--- config.mk ---
export PLATFORM = sky130hd
export DESIGN_NAME = bb_series_tracker
export DESIGN_NICKNAME = d
export VERILOG_FILES = /design/src/rtl/bb_pkg.sv /design/src/rtl/bb_series_decide.sv /design/src/rtl/bb_series_tracker.sv
export SDC_FILE = /design/constraint.sdc
export NUM_CORES = 1
export LEC_CHECK = 0
export ABC_CLOCK_PERIOD_IN_PS = 10200
export BUFFER_PORTS_ARGS = -buffer_cell sky130_fd_sc_hd__buf_2
export CORE_MARGIN = 2
export CORE_UTILIZATION = 45
export CTS_BUF_LIST = sky130_fd_sc_hd__clkbuf_4 sky130_fd_sc_hd__clkbuf_8
export CTS_CLUSTER_SIZE = 24
export DETAILED_ROUTE_END_ITERATION = 10
export GPL_TIMING_DRIVEN = 0
export HOLD_SLACK_MARGIN = 0.03
export PLACE_DENSITY = 0.65
export SLEW_MARGIN = 20
export SYNTH_ARGS = -nofsm -noshare
export SYNTH_HDL_FRONTEND = slang
export SYNTH_HIERARCHICAL = 1
export SYNTH_SLANG_ARGS = --single-unit
--- constraint.sdc ---
create_clock -name clk -period 10.2 [get_ports clk]
set_clock_uncertainty 0.15 [all_clocks]
set_input_delay 2.04 -clock clk [delete_from_list [all_inputs] [get_ports clk]]
set_output_delay 2.04 -clock clk [all_outputs]
set_load 0.01 [all_outputs]
--- src/rtl/bb_pkg.sv ---
// Shared definitions for the per-game baseball scorer and the series tracker:
// game result encoding, series state encoding and scorer action codes.
package bb_pkg;

   localparam logic [1:0] RES_A_WIN   = 2'd0;
   localparam logic [1:0] RES_B_WIN   = 2'd1;
   localparam logic [1:0] RES_DRAW    = 2'd2;
   localparam logic [1:0] RES_ILLEGAL = 2'd3;

   typedef logic [1:0] series_state_t;

   localparam series_state_t IDLE  = 2'd0;
   localparam series_state_t ACCUM = 2'd1;
   localparam series_state_t DONE  = 2'd2;

   // Play-by-play action codes emitted to the per-game scorer.
   localparam logic [2:0] ACT_NONE       = 3'd0;
   localparam logic [2:0] ACT_BALL       = 3'd1;
   localparam logic [2:0] ACT_STRIKE     = 3'd2;
   localparam logic [2:0] ACT_FOUL       = 3'd3;
   localparam logic [2:0] ACT_HIT        = 3'd4;
   localparam logic [2:0] ACT_OUT        = 3'd5;
   localparam logic [2:0] ACT_RUN        = 3'd6;
   localparam logic [2:0] ACT_END_INNING = 3'd7;

endpackage

--- src/rtl/bb_series_decide.sv ---
// Combinational series decision on the post-update counts.
// Optional run-differential tie-break at the game limit: BB_SERIES_RUNDIFF_EN.
module bb_series_decide
   import bb_pkg::*;
#(
   parameter int MAX_GAMES = 5
)
(
   input  logic [3:0]  wins_a,
   input  logic [3:0]  wins_b,
   input  logic [3:0]  draws,
   input  logic [3:0]  games_played,
   input  logic [11:0] total_a,
   input  logic [11:0] total_b,
   output logic        decided,
   output logic [1:0]  verdict
);

   logic [5:0] remaining;
   logic [5:0] wa;
   logic [5:0] wb;

   // A side has clinched once its lead exceeds the games still to play.
   always_comb begin
      remaining = 6'(MAX_GAMES) - {2'b00, games_played};
      wa        = {2'b00, wins_a};
      wb        = {2'b00, wins_b};
      decided   = 1'b0;
      verdict   = RES_A_WIN;
      if (wa > wb + remaining) begin
         decided = 1'b1;
         verdict = RES_A_WIN;
      end else if (wb > wa + remaining) begin
         decided = 1'b1;
         verdict = RES_B_WIN;
      end else if (remaining == 6'd0) begin
         decided = 1'b1;
`ifdef BB_SERIES_RUNDIFF_EN
         if (total_a > total_b) begin
            verdict = RES_A_WIN;
         end else if (total_b > total_a) begin
            verdict = RES_B_WIN;
         end else begin
            verdict = RES_DRAW;
         end
`else
         verdict = RES_DRAW;
`endif
      end
   end

`ifdef BB_SERIES_RUNDIFF_EN
   logic unused_draws;
   assign unused_draws = ^draws;
`else
   logic unused_inputs;
   assign unused_inputs = ^{draws, total_a, total_b};
`endif

endmodule

--- src/rtl/bb_series_tracker.sv ---
// Best-of-N series tracker fed by end-of-game records from the per-game scorer.
// Build option BB_SERIES_RUNDIFF_EN enables the run-differential tie-break.
module bb_series_tracker
   import bb_pkg::*;
#(
   parameter int MAX_GAMES = 5
)
(
   input  logic        clk,
   input  logic        rst_n,
   input  logic        game_valid,
   input  logic [7:0]  game_score_a,
   input  logic [7:0]  game_score_b,
   input  logic [1:0]  game_result,
   input  logic        series_clr,
   output logic        out_valid,
   output logic [1:0]  series_result,
   output logic [3:0]  wins_a,
   output logic [3:0]  wins_b,
   output logic [3:0]  draws,
   output logic [3:0]  games_played,
   output logic [11:0] total_a,
   output logic [11:0] total_b,
   output logic        err
);

   series_state_t state;

   logic        accept;
   logic        flag_err;
   logic [3:0]  next_wins_a;
   logic [3:0]  next_wins_b;
   logic [3:0]  next_draws;
   logic [3:0]  next_games_played;
   logic [11:0] next_total_a;
   logic [11:0] next_total_b;
   logic        decided;
   logic [1:0]  verdict;

   // A clear in the same cycle drops the game entirely, including its error.
   always_comb begin
      accept   = game_valid && !series_clr && (state != DONE) &&
                 (game_result != RES_ILLEGAL);
      flag_err = game_valid && !series_clr &&
                 ((state == DONE) || (game_result == RES_ILLEGAL));
      next_wins_a       = wins_a;
      next_wins_b       = wins_b;
      next_draws        = draws;
      next_games_played = games_played;
      next_total_a      = total_a;
      next_total_b      = total_b;
      if (accept) begin
         next_games_played = games_played + 4'd1;
         next_total_a      = total_a + {4'd0, game_score_a};
         next_total_b      = total_b + {4'd0, game_score_b};
         case (game_result)
            RES_A_WIN: next_wins_a = wins_a + 4'd1;
            RES_B_WIN: next_wins_b = wins_b + 4'd1;
            default:   next_draws  = draws + 4'd1;
         endcase
      end
   end

   bb_series_decide #(
      .MAX_GAMES (MAX_GAMES)
   ) u_decide (
      .wins_a       (next_wins_a),
      .wins_b       (next_wins_b),
      .draws        (next_draws),
      .games_played (next_games_played),
      .total_a      (next_total_a),
      .total_b      (next_total_b),
      .decided      (decided),
      .verdict      (verdict)
   );

   always_ff @(posedge clk or negedge rst_n) begin
      if (!rst_n) begin
         state         <= IDLE;
         out_valid     <= 1'b0;
         series_result <= RES_A_WIN;
         wins_a        <= 4'd0;
         wins_b        <= 4'd0;
         draws         <= 4'd0;
         games_played  <= 4'd0;
         total_a       <= 12'd0;
         total_b       <= 12'd0;
         err           <= 1'b0;
      end else begin
         out_valid     <= 1'b0;
         series_result <= RES_A_WIN;
         if (series_clr) begin
            state        <= IDLE;
            wins_a       <= 4'd0;
            wins_b       <= 4'd0;
            draws        <= 4'd0;
            games_played <= 4'd0;
            total_a      <= 12'd0;
            total_b      <= 12'd0;
            err          <= 1'b0;
         end else begin
            if (flag_err) begin
               err <= 1'b1;
            end
            if (accept) begin
               wins_a       <= next_wins_a;
               wins_b       <= next_wins_b;
               draws        <= next_draws;
               games_played <= next_games_played;
               total_a      <= next_total_a;
               total_b      <= next_total_b;
               if (decided) begin
                  state         <= DONE;
                  out_valid     <= 1'b1;
                  series_result <= verdict;
               end else begin
                  state <= ACCUM;
               end
            end
         end
      end
   end

endmodule

## Word level (Yosys, flattened, before mapping)

Cells that the tools add are included.

| cells by class | value |
|---|---|
| add/subtract/negate cells | 9 |
| bitwise operators | 0 |
| mux-type cells | 35 |
| multipliers | 0 |
| reduce and logical (&&, ||, !) cells | 12 |
| div/mod/pow operators | 0 |
| shift operators | 0 |
| equality and inequality tests | 6 |
| $lt $le $gt $ge | 2 |

Operators by type and width:

| kind | count |
|---|---|
| two-way mux 4 bit | 14 |
| two-way mux 12 bit | 4 |
| adder 12 x 8 -> 12 bit | 2 |
| two-way mux 2 bit | 9 |
| adder 4 x 1 -> 4 bit, second input constant | 4 |
| adder 4 x 6 -> 6 bit | 2 |
| > comparator 4 x 6 -> 1 bit | 2 |
| two-way mux 1 bit | 8 |
| zero test 6 bit | 1 |
| subtractor 3 x 4 -> 5 bit, first input constant | 1 |
| equality test 2 bit, second input constant | 2 |
| logical AND 1 bit | 4 |
| inequality test 2 bit, second input constant | 2 |
| nonzero test 2 bit | 2 |
| equality test 2 x 1 -> 1 bit, second input constant | 1 |
| zero test 2 bit | 1 |
| inequality test 2 x 1 -> 1 bit, second input constant | 1 |
| AND reduction 2 bit | 1 |
| OR reduction 2 bit | 1 |
| zero test 1 bit | 1 |
| logical OR 1 bit | 1 |

| word-level totals | value |
|---|---|
| ROM bits | 0 |
| bits in registers | 46 |
| memories | 0 |
| RAM bits | 0 |
| bits of input ports | 22 |
| word-level logic and storage cells | 74 |
| bits in latches | 0 |
| output and inout port bits | 44 |

## Longest topological paths before layout

Gate-level depths: netlist of run 1.

| logic depth | value |
|---|---|
| word-level depth | 13 |
| gate-level depth with buffers | 18 |
| mapped depth without buffers | 15 |

## Hierarchy

Netlist of run 1, hierarchy kept.

By module, submodules not included:

| module | seq. area each (sq um) | cells an instance | area each (sq um) | times used |
|---|---|---|---|---|
| bb_series_tracker | 1151.1 | 332 | 3183.1 | 1 |
| bb_series_decide | 0.0 | 65 | 564.3 | 1 |

## Least setup slack after synthesis of run 1

Ideal clock, no wire load.

| timing | value |
|---|---|
| path type | input -> register |
| start | input series_clr |
| end | register series_result[1] |
| setup time | 120 ps |
| path buffers | 2 |
| required time | 9930 ps |
| stages | 16 |
| setup slack | 4764 ps |
| data arrival time | 5166 ps |
| cell sequence | buf_2 -> nor2b_4 -> and3_1 -> buf_2 -> mux2_1 -> ha_1 -> inv_1 -> ha_1 -> a21oi_2 -> xnor2_1 -> ha_1 -> and4_1 -> a221oi_2 -> a32oi_1 -> and3_1 -> and3_1 |

| between the ends | value |
|---|---|
| longest elaborated chain between the ends | 13 |
| elaborated cells between the ends (all ways) | 22 |
| those cells by class | 3 x add/sub; 2 x order compare; 12 x mux; 5 x reduce/logical |

Ends and longest elaborated chain:

| what | line | source |
|---|---|---|
| start, declared | bb_series_tracker.sv:15 | `input logic series_clr,` |
| zero test 1 bit * | bb_series_tracker.sv:42 | `accept = game_valid && !series_clr && (state != DONE) &&` |
| logical AND 1 bit * (3 in series) | bb_series_tracker.sv:42 |  |
| two-way mux 4 bit * | bb_series_tracker.sv:52 | `if (accept) begin` |
| named net next_games_played[1] | bb_series_tracker.sv:34 | `logic [3:0] next_games_played;` |
| subtractor 3 x 4 -> 5 bit * | bb_series_decide.sv:25 | `remaining = 6'(MAX_GAMES) - {2'b00, games_played};` |
| adder 4 x 6 -> 6 bit or zero test 6 bit (tied branches) | bb_series_decide.sv:33, bb_series_decide.sv:36 |  |
| > comparator 4 x 6 -> 1 bit or two-way mux 2 bit (tied branches) | bb_series_decide.sv:33, bb_series_decide.sv:36 |  |
| two-way mux 2 bit | bb_series_decide.sv:33 | `end else if (wb > wa + remaining) begin` |
| two-way mux 2 bit * | bb_series_decide.sv:30 | `if (wa > wb + remaining) begin` |
| named net verdict[1] | bb_series_tracker.sv:38 | `logic [1:0] verdict;` |
| two-way mux 2 bit * | bb_series_tracker.sv:112 | `if (decided) begin` |
| two-way mux 2 bit * | bb_series_tracker.sv:105 | `if (accept) begin` |
| two-way mux 2 bit * | bb_series_tracker.sv:92 | `if (series_clr) begin` |
| end signal, assigned | bb_series_tracker.sv:115 | `series_result <= verdict;` |
| end, declared | bb_series_tracker.sv:17 | `output logic [1:0] series_result,` |

Mark *: on every way through the listed nets, which the timed path passes. The rest lies on a longest branch.
A chain may end at the register's enable or synchronous reset.

## Worst setup path in the final report of run 1

| timing | value |
|---|---|
| start | input series_clr |
| end | register state[1] |

| between the ends | value |
|---|---|
| longest elaborated chain between the ends | 13 |
| elaborated cells between the ends (all ways) | 20 |
| those cells by class | 3 x add/sub; 2 x order compare; 9 x mux; 6 x reduce/logical |

Ends and longest elaborated chain:

| what | line | source |
|---|---|---|
| zero test 1 bit * | bb_series_tracker.sv:42 |  |
| logical AND 1 bit * (3 in series) | bb_series_tracker.sv:42 |  |
| two-way mux 4 bit * | bb_series_tracker.sv:52 |  |
| named net next_games_played[1] | bb_series_tracker.sv:34 |  |
| subtractor 3 x 4 -> 5 bit * | bb_series_decide.sv:25 |  |
| adder 4 x 6 -> 6 bit or zero test 6 bit (tied branches) | bb_series_decide.sv:33, bb_series_decide.sv:36 |  |
| > comparator 4 x 6 -> 1 bit or two-way mux 1 bit (tied branches) | bb_series_decide.sv:33, bb_series_decide.sv:36 |  |
| two-way mux 1 bit | bb_series_decide.sv:33 |  |
| two-way mux 1 bit * | bb_series_decide.sv:30 |  |
| named net decided | bb_series_tracker.sv:37 | `logic decided;` |
| two-way mux 2 bit * | bb_series_tracker.sv:112 |  |
| two-way mux 2 bit * | bb_series_tracker.sv:105 |  |
| two-way mux 2 bit * | bb_series_tracker.sv:92 |  |
| end signal, assigned | bb_series_tracker.sv:93 | `state <= IDLE;` |
| end signal, assigned | bb_series_tracker.sv:113 | `state <= DONE;` |
| end signal, assigned | bb_series_tracker.sv:117 | `state <= ACCUM;` |
| end, declared | bb_series_tracker.sv:27 | `series_state_t state;` |

Mark *: on every way through the listed nets, which the timed path passes. The rest lies on a longest branch. The select of a mux whose other input is x is not followed.

==> results of run 1 <==
-- routing by layer --
layer / global-route usage, % / share of wire (%) / vias up
met5: 0 / 0 / -
met4: 6.005 / 1.4 / 0
met3: 2.360 / 4.1 / 11
met2: 35.75 / 48 / 56
met1: 27.64 / 46 / 1452
li1: - / - / 1477
-- layout by cell type (no fill, tap or decap), types with 12 or more instances in the layout --
cell type  count
buf_2         68
dfrtp_1       46
ha_1          37
nor2b_1       19
xnor2_1       16
a21oi_1       16
nor2_1        14
o21ai_0       14
nand2b_1      13
inv_1         12
a21o_1        12
o211ai_1      12
-- layout make-up --
type                    count  area (um2)  share of cell area [%]
multi-input cells         288        2277                   55.71
flip-flops and latches     46        1151                   28.16
repair buffers             63       317.8                   7.775
well taps                 102       127.6                   3.122
plain buffers              16       78.83                   1.928
clock buffers               6       76.32                   1.867
inverters                  12       45.04                   1.102
clock inverters             2       13.76                  0.3367
-- critical path: cells and delay by family --
| kind | cells | cell delay, ns |
|---|---|---|
| buf+inv | 3 | 0.49 |
| mux | 2 | 0.66 |
| compound gates | 4 | 0.74 |
| xor+xnor | 1 | 0.14 |
| fa+ha+maj | 3 | 0.96 |
| simple gates | 4 | 0.67 |
-- sequential cells by signal, indices dropped and copies added (netlist names) --
signal         cells
total_b           12
state              2
series_result      2
out_valid          1
wins_b             4
draws              4
wins_a             4
total_a           12
games_played       4
err                1
-- through the flow --
stage,worst slack (ns),hold WS [ns],std cells,utilization [%],cell area (um2)
after floorplan,4.774,0.3517,362,-,3552
after global placement,4.321,0.3266,527,51.97,3995
after detailed placement,4.278,0.3409,527,51.97,3995
after CTS,4.581,0.3543,535,53.14,4085
final,4.587,0.3523,535,53.17,4088
after global routing,4.260,0.3844,535,53.17,4088
-- power by group --
group	switching [uW]	internal (uW)
Clock	64.8	51.2
Sequential	9.80	193
Combinational	79.8	60.7
-- worst max path at each step --
| stage | start | end | slack (ns) | cells after the start |
|---|---|---|---|---|
| 5_1_grt | series_clr | state[1] | 4.26 | 17 |
| 3_5_place_dp | series_clr | state[1] | 4.28 | 17 |
| 4_1_cts | series_clr | state[1] | 4.58 | 17 |
| 2_1_floorplan | series_clr | series_result[1] | 4.77 | 16 |
| 6_report | series_clr | state[1] | 4.59 | 17 |
| 3_3_place_gp | series_clr | state[1] | 4.32 | 17 |
==> flow_summary.ini, run 1 <==
[logic_synthesis]
synth_warnings = 6
netlist_instances = 362
synthesis.nets = 425
avgSynthCellArea_um2 = 9.813
synthesis.area_mm2 = 0.003552

[power]
power_leakage_uw = 0.002166
worst_ir_drop_vdd_mv = 0.05646
p_per_area_mw_per_mm2 = 112.3
finalPower_uw = 458.9

[worst_setup_path]
rr_worst_depth = 16
path_max_fanout = 10
ff2ff_setup_slack_ns = 6.05
rr_endpoint = state[1]
critPathCaptureType = flip-flop
crit_arrival_ns = 5.70
r2r-start = state[0]
start_kind = input pin
path_common_cell = ha_1
cpPeakStageDelay_ns = 0.50
worstPathCellList = buf_2 > nor2b_4 > and3_1 > buf_2 > mux2_1 > ha_1 > inv_1 > ha_1 > a21oi_2 > xnor2_1 > ha_1 > and4_1 > a221oi_2 > a32oi_1 > o41ai_1 > mux2i_1 > nor2_1
cp_slowest_cell = mux2_1
required_ns = 10.29
critical_path_class = in2reg

[clock_tree]
cts.sinks = 46
cts_made_buffers = 5
ctsHtreeMaxLevel = 2
cts_resized = 0
cts_root_buffer = clkbuf_8
hold_buffers = 0
cts_setup_buffers = 0
cts_buffer_depth = 2
clock_latency_ns = 0.30
cts_tree = yes
cts.clk_slew.worst_paths_ns = 0.10

[status]
status = complete, no violations

[final_layout]
nNetsFinal = 495
syn2layout_area_growth_pct = 15.08
antenna_cells = 0
drive_gt1_share_pct = 21.94
nFillCells = 746

[place]
post-dp-hpwl_um = 6595
gp_congestion = 0.8632
numPortBuffers = 63

[routing]
vias = 2996
post-route-drc-count = 0
via_per_inst = 5.600
totalWireLength_um = 8585
wl_per_cell_um = 16.05
firstDrtPassIters = 5
detail-route-antenna-nets = 0
drt_iter0_drc = 80

[run]
cap_viol_max_count = 0

[sta]
fmax_mhz = 178.2
finalSetupTns_ns = 0
worst_pin_slew_ns = 0.7081
rsz0062_at_grt = no
period_share_pct = 55.03
setup_viol_count_final = 0
period_minus_slack_ns = 5.613
slew_headroom_pct = 52.18
hold_viol_final = 0
slew_violations = 0

[grt]
grt_overflow = 0
antenna_found_initial = 0
grt_pass1_wl_um = 14230
grt_max_degree = 47
track_usage_pct = 20.81
grt_pass1_vias = 2983

[worst_hold_path]
holdPathStages = 1
worstHoldEndpoint = total_a[11]
worstHoldPathType = reg2reg
min_from = total_a[11]

[floorplanning]
core_region_area_mm2 = 0.007687
fp-row-count = 32
ios = 66
die_height_um = 92.85
start_util_pct = 46.21
die_area_mm2 = 0.008620
dieWidth_um = 92.85
(Power assumes the default switching activity.)
==> run 2, diff against run 1 <==
- ABC_CLOCK_PERIOD_IN_PS: 10200 -> 4900
- PLACE_DENSITY: 0.65 -> 0.68
- clock period: 10.2 -> 4.9 ns (I/O delays scaled with it)
==> run 2 against run 1 <==
Highest routed layer unchanged; critical path type unchanged; non-clock buffer count stayed put; cell area up 0.58%; total power up 120%; largest power group unchanged; setup slack worse by 4.3 ns.
==> flow_summary.ini, run 2 (synthesized netlist as in run 1, its figures left out) <==
[clock_tree]
cts_root_buffer = clkbuf_8
clock_latency_ns = 0.30
cts_made_buffers = 5
hold_buffers = 0
ctsHtreeMaxLevel = 2
cts_tree = yes
cts_resized = 0
cts_buffer_depth = 2
cts.sinks = 46
cts.clk_slew.worst_paths_ns = 0.09
cts_setup_buffers = 0

[sta]
rsz0062_at_grt = no
period_minus_slack_ns = 4.588
layout_setup_ws_ns = 0.3116
finalSetupTns_ns = 0
setup_viol_count_final = 0
period_share_pct = 93.64
slew_violations = 0
slew_headroom_pct = 45.36
hold_viol_final = 0
fmax_mhz = 217.9
worst_pin_slew_ns = 0.8090

[grt]
antenna_found_initial = 0
grt_pass1_wl_um = 14170
track_usage_pct = 20.60
grt_max_degree = 47
grt_pass1_vias = 2953
grt_overflow = 0

[worst_setup_path]
path_max_fanout = 10
cp_slowest_cell = mux2_1
start_kind = input pin
path_common_cell = ha_1
required_ns = 4.98
crit_arrival_ns = 4.67
critical_path_class = in2reg
cpPeakStageDelay_ns = 0.50
worstPathCellList = buf_2 > nor2b_4 > and3_1 > buf_2 > mux2_1 > ha_1 > xor2_1 > ha_1 > inv_1 > xnor2_1 > ha_1 > and4_1 > a221oi_2 > a32oi_1 > o41ai_1 > mux2i_1 > nor2_1
critPathCaptureType = flip-flop

[routing]
wl_per_cell_um = 15.89
firstDrtPassIters = 4
post-route-drc-count = 0
drt_iter0_drc = 170
totalWireLength_um = 8499
vias = 2994
via_per_inst = 5.596
detail-route-antenna-nets = 0

[power]
worst_ir_drop_vdd_mv = 0.1391
power_leakage_uw = 0.002177
p_per_area_mw_per_mm2 = 246.1

[worst_hold_path]
worstHoldPathType = reg2reg

[place]
post-dp-hpwl_um = 6456
dp_cells = 527
numPortBuffers = 63
gp_congestion = 0.8791
place_ws_ns = -0.01213

[final_layout]
seqCellArea_mm2 = 0.001151
nNetsFinal = 495
syn2layout_area_growth_pct = 15.74
stdcell_count = 535
multi_input_area_mm2 = 0.002277
final_cell_mix = buf_2 (68), dfrtp_1 (46), ha_1 (37), nor2b_1 (19)
antenna_cells = 0
top_regs = total_a (12), total_b (12)
drive_gt1_share_pct = 21.94
layout_commonest_cell = buf_2
nFillCells = 746

[floorplanning]
core_region_area_mm2 = 0.007687
dieWidth_um = 92.85
fp-row-count = 32
die_area_mm2 = 0.008620
die_height_um = 92.85
ios = 66
start_util_pct = 46.21

[run]
cap_viol_max_count = 0

[status]
status = complete, no violations
-- run 2: cell count changes in the layout (fill, tap and decap cells not counted), sizes merged --
cell,change
clkinv,-2
bufinv,+1
clkbuf,+1
-- run 2: layout make-up --
| class | count | share of cell area, % |
|---|---|---|
| Multi-Input combinational cell | 288 | 55.39 |
| Inverter | 12 | 1.096 |
| Buffer | 16 | 1.917 |
| Sequential cell | 46 | 28.00 |
| Clock inverter | 1 | 0.7304 |
| Timing Repair Buffer | 63 | 7.730 |
| Tap cell | 102 | 3.104 |
| Clock buffer | 7 | 2.039 |
-- run 2: worst max-delay path: cells and delay by family --
family,cells,cell delay (ns)
adder cells (fa/ha/maj),3,0.87
AO/OA/AOI/OAI,3,0.56
AND/OR/NAND/NOR,4,0.68
buffers and inverters,3,0.52
XOR/XNOR,2,0.41
multiplexers,2,0.66
-- run 2: final timing paths --
| check | startpoint | endpoint | slack, ns | cells past startpoint |
|---|---|---|---|---|
| min in group asynchronous | rst_n | total_b[4] | 0.51 | 1 |
| max in group asynchronous | rst_n | total_a[0] | 3.65 | 1 |
| max | series_clr | state[1] | 0.31 | 17 |
| min | total_a[11] | total_a[11] | 0.35 | 1 |
| max reg2reg | state[0] | state[1] | 0.67 | 17 |
| min reg2reg | total_a[11] | total_a[11] | 0.35 | 1 |
-- run 2: through the flow --
| stage | hold slack, ns | util (%) | power [uW] | area [um2] |
|---|---|---|---|---|
| after floorplan | 0.3517 | - | 631.7 | 3552 |
| after global placement | 0.3257 | 51.97 | 713.3 | 3995 |
| after detailed placement | 0.3331 | 51.97 | 720.6 | 3995 |
| after CTS | 0.3458 | 53.45 | 1023 | 4109 |
| after global routing | 0.3847 | 53.48 | 1074 | 4111 |
| final | 0.3470 | 53.48 | 1012 | 4111 |
-- run 2: metal layers --
metal  GRT usage [%]  part of all wire, %  vias up  wire length, um
met5               0                    0        -                0
met4           5.147                 0.72        0               61
met3           3.417                  4.1        5              347
met2           34.00                   48       63             4107
met1           28.20                   47     1446             3983
li1                -                    -     1480                -
-- run 2: report_power, final --
part / leakage (uW) / switching [uW] / total [uW] / internal [uW]
clock network: 0.0000593 / 135 / 299 / 164
logic: 0.00149 / 166 / 291 / 126
registers: 0.000630 / 20.5 / 422 / 401
total: 0.00218 / 321 / 1010 / 691
==> run 3, diff against run 2 <==
- PLACE_DENSITY: 0.68 -> 0.69
- SYNTH_HIERARCHICAL: 1 -> unset
==> run 3 against run 2 <==
Sequential power rose by 1%; area after synthesis fell by 4.9%; global-route usage fell by 0.49 points; cell area fell by 4.7%; routed wire length fell by 6.1%; clock power fell by 16%; hold slack got worse by 0.017 ns; register-to-register slack improved by 0.38 ns; synthesized cell count did not move; sequential share of layout area rose by 1.4 points.
==> flow_summary.ini, run 3 <==
[status]
status = complete, no violations

[sta]
hold_viol_final = 0
slew_violations = 0
worst_pin_slew_ns = 0.6138
fmax_mhz = 233.3
period_minus_slack_ns = 4.286
setup_viol_count_final = 0
worst_hold_slack_ns = 0.3296
finalSetupTns_ns = 0
period_share_pct = 87.46
rsz0062_at_grt = no
slew_headroom_pct = 59.08

[logic_synthesis]
synthesis.area_mm2 = 0.003377
yosysUniqueCellTypes = 59
synth_enable_flop_cells = 0
synth_top_cell_by_area = dfrtp_1
synthesis.nets = 423
synth_warnings = 0
ys_top_cells_by_area = dfrtp_1 (34%), ha_1 (14%), xnor2_1 (5.7%)
synth.top_cell.area_share_pct = 34.09
netlist_instances = 362
synth_top_flop_cell = dfrtp_1
yosysSeqAreaShare_pct = 34.09
ys_async_sr_fraction_pct = 100.0
synthTopCellsByCount = dfrtp_1 (46), ha_1 (37), nand2_1 (34)
avgSynthCellArea_um2 = 9.329
synth_seq_cells = 46
yosysMostFrequentCell = dfrtp_1

[clock_tree]
cts_resized = 0
ctsHtreeMaxLevel = 2
cts_made_buffers = 5
cts_tree = yes
cts_root_buffer = clkbuf_8
cts_setup_buffers = 0
cts.sinks = 46
clock_latency_ns = 0.30
cts.clk_slew.worst_paths_ns = 0.09
cts_buffer_depth = 2
hold_buffers = 0

[power]
p_comb_share_pct = 27.9
p_seq_share_pct = 45.4
power_leakage_uw = 0.002014
power_frac_clock_pct = 26.7
p_int_uw = 630.4
power_switching_uw = 310.2
swShare_pct = 32.98
worst_ir_drop_vdd_mv = 0.1429
p_per_area_mw_per_mm2 = 240.0

[worst_setup_path]
rr_worst_depth = 15
critical_path_class = in2reg
rr_endpoint = state[1]
crit_arrival_ns = 4.38
required_ns = 5.00
r2r-start = state[1]
path_max_fanout = 10
start_kind = input pin
critPathCaptureType = flip-flop
ff2ff_setup_slack_ns = 1.05

[place]
numPortBuffers = 64
post-dp-hpwl_um = 6201
gp_congestion = 0.8689

[final_layout]
top_regs = total_a (12), total_b (12)
drive_gt1_share_pct = 21.66
antenna_cells = 0
nNetsFinal = 494
layout_commonest_cell = buf_2
multi_input_area_mm2 = 0.002106
syn2layout_area_growth_pct = 16.04
seqCellArea_mm2 = 0.001151
nFillCells = 696
final_cell_mix = buf_2 (66), dfrtp_1 (46), ha_1 (37), nand2_1 (34), nand3_1 (29)

[floorplanning]
start_util_pct = 46.56
ios = 66
dieWidth_um = 90.63
fp-row-count = 31
core_region_area_mm2 = 0.007253
die_area_mm2 = 0.008214
die_height_um = 90.63

[run]
cap_viol_max_count = 0

[routing]
wl_met2_um = 3922
wl_per_cell_um = 14.97
totalWireLength_um = 7980
via_per_inst = 5.443
wl_met3_um = 260
firstDrtPassIters = 5
drt_iter0_drc = 137
detail-route-antenna-nets = 0
vias = 2901
post-route-drc-count = 0
wl_met1_um = 3653
dr.max_layer_used = met4

[worst_hold_path]
worstHoldEndpoint = total_b[11]
min_from = total_b[11]
holdPathStages = 1
worstHoldPathType = reg2reg

[grt]
antenna_found_initial = 0
grt_overflow = 0
grt_pass1_wl_um = 13540
track_usage_pct = 20.10
grt_max_degree = 47
grt_pass1_vias = 2834
-- run 3: metrics by stage --
step                utilization (%)  total power (uW)  setup WS (ns)  instance area [um2]  cells
floorplan                         -             613.4         0.8223                 3377    362
global placement              52.68             689.6         0.4062                 3821    525
detailed placement            52.68             698.5         0.3051                 3821    525
CTS                           53.99             950.6         0.6301                 3916    533
global route                  54.03              1002         0.3672                 3919    533
finish                        54.03             940.6         0.6142                 3919    533
-- run 3: critical path, cell delays in order --
cell and delay [ns]:
buf_2 0.10, buf_4 0.17, nor2b_1 0.20, nand4_1 0.15, xor2_1 0.37, inv_1 0.14
ha_1 0.30, xnor3_1 0.42, o211ai_1 0.15, nand2_1 0.10, xnor2_1 0.13, ha_1 0.30
and4_1 0.18, a21oi_1 0.24, o31ai_4 0.16, a31oi_4 0.16, a31o_1 0.11
-- run 3: worst max-delay path by stage --
stage	from	end	slack [ns]	cells past startpoint
floorplan	game_result[1]	state[1]	0.82	16
global placement	series_clr	state[1]	0.41	17
detailed placement	series_clr	state[1]	0.31	17
CTS	series_clr	state[1]	0.63	17
global route	series_clr	state[1]	0.37	17
finish	series_clr	state[1]	0.61	17
-- run 3: kinds of logic after synthesis --
| family | after synthesis | share of synthesized area [%] |
|---|---|---|
| fa+ha+maj | 39 | 14.89 |
| simple gates | 123 | 19.12 |
| compound gates | 84 | 17.41 |
| buf+inv | 30 | 3.557 |
| mux | 4 | 1.186 |
| flops | 46 | 34.09 |
| xor+xnor | 36 | 9.744 |
-- run 3: power groups by stage --
stage	registers [uW]	clock network (uW)	logic [uW]
2_1_floorplan	442	0	171
3_3_place_gp	434	0	255
3_5_place_dp	435	0	263
4_1_cts	428	258	265
5_1_grt	432	271	299
6_report	427	251	262
-- run 3: layout make-up --
class                           count  area share, %
Buffer                             12          1.341
Clock buffer                        6          2.107
Clock inverter                      2         0.3193
Inverter                           18          1.724
Multi-Input combinational cell    286          53.74
Sequential cell                    46          29.37
Tap cell                           99          3.161
Timing Repair Buffer               64          8.238
-- run 3: per-layer routing --
layer | GRT usage (%) | vias to the layer above
met4 | 5.897 | 0
li1 | - | 1438
met5 | 0 | -
met3 | 2.588 | 12
met2 | 34.14 | 61
met1 | 26.82 | 1390
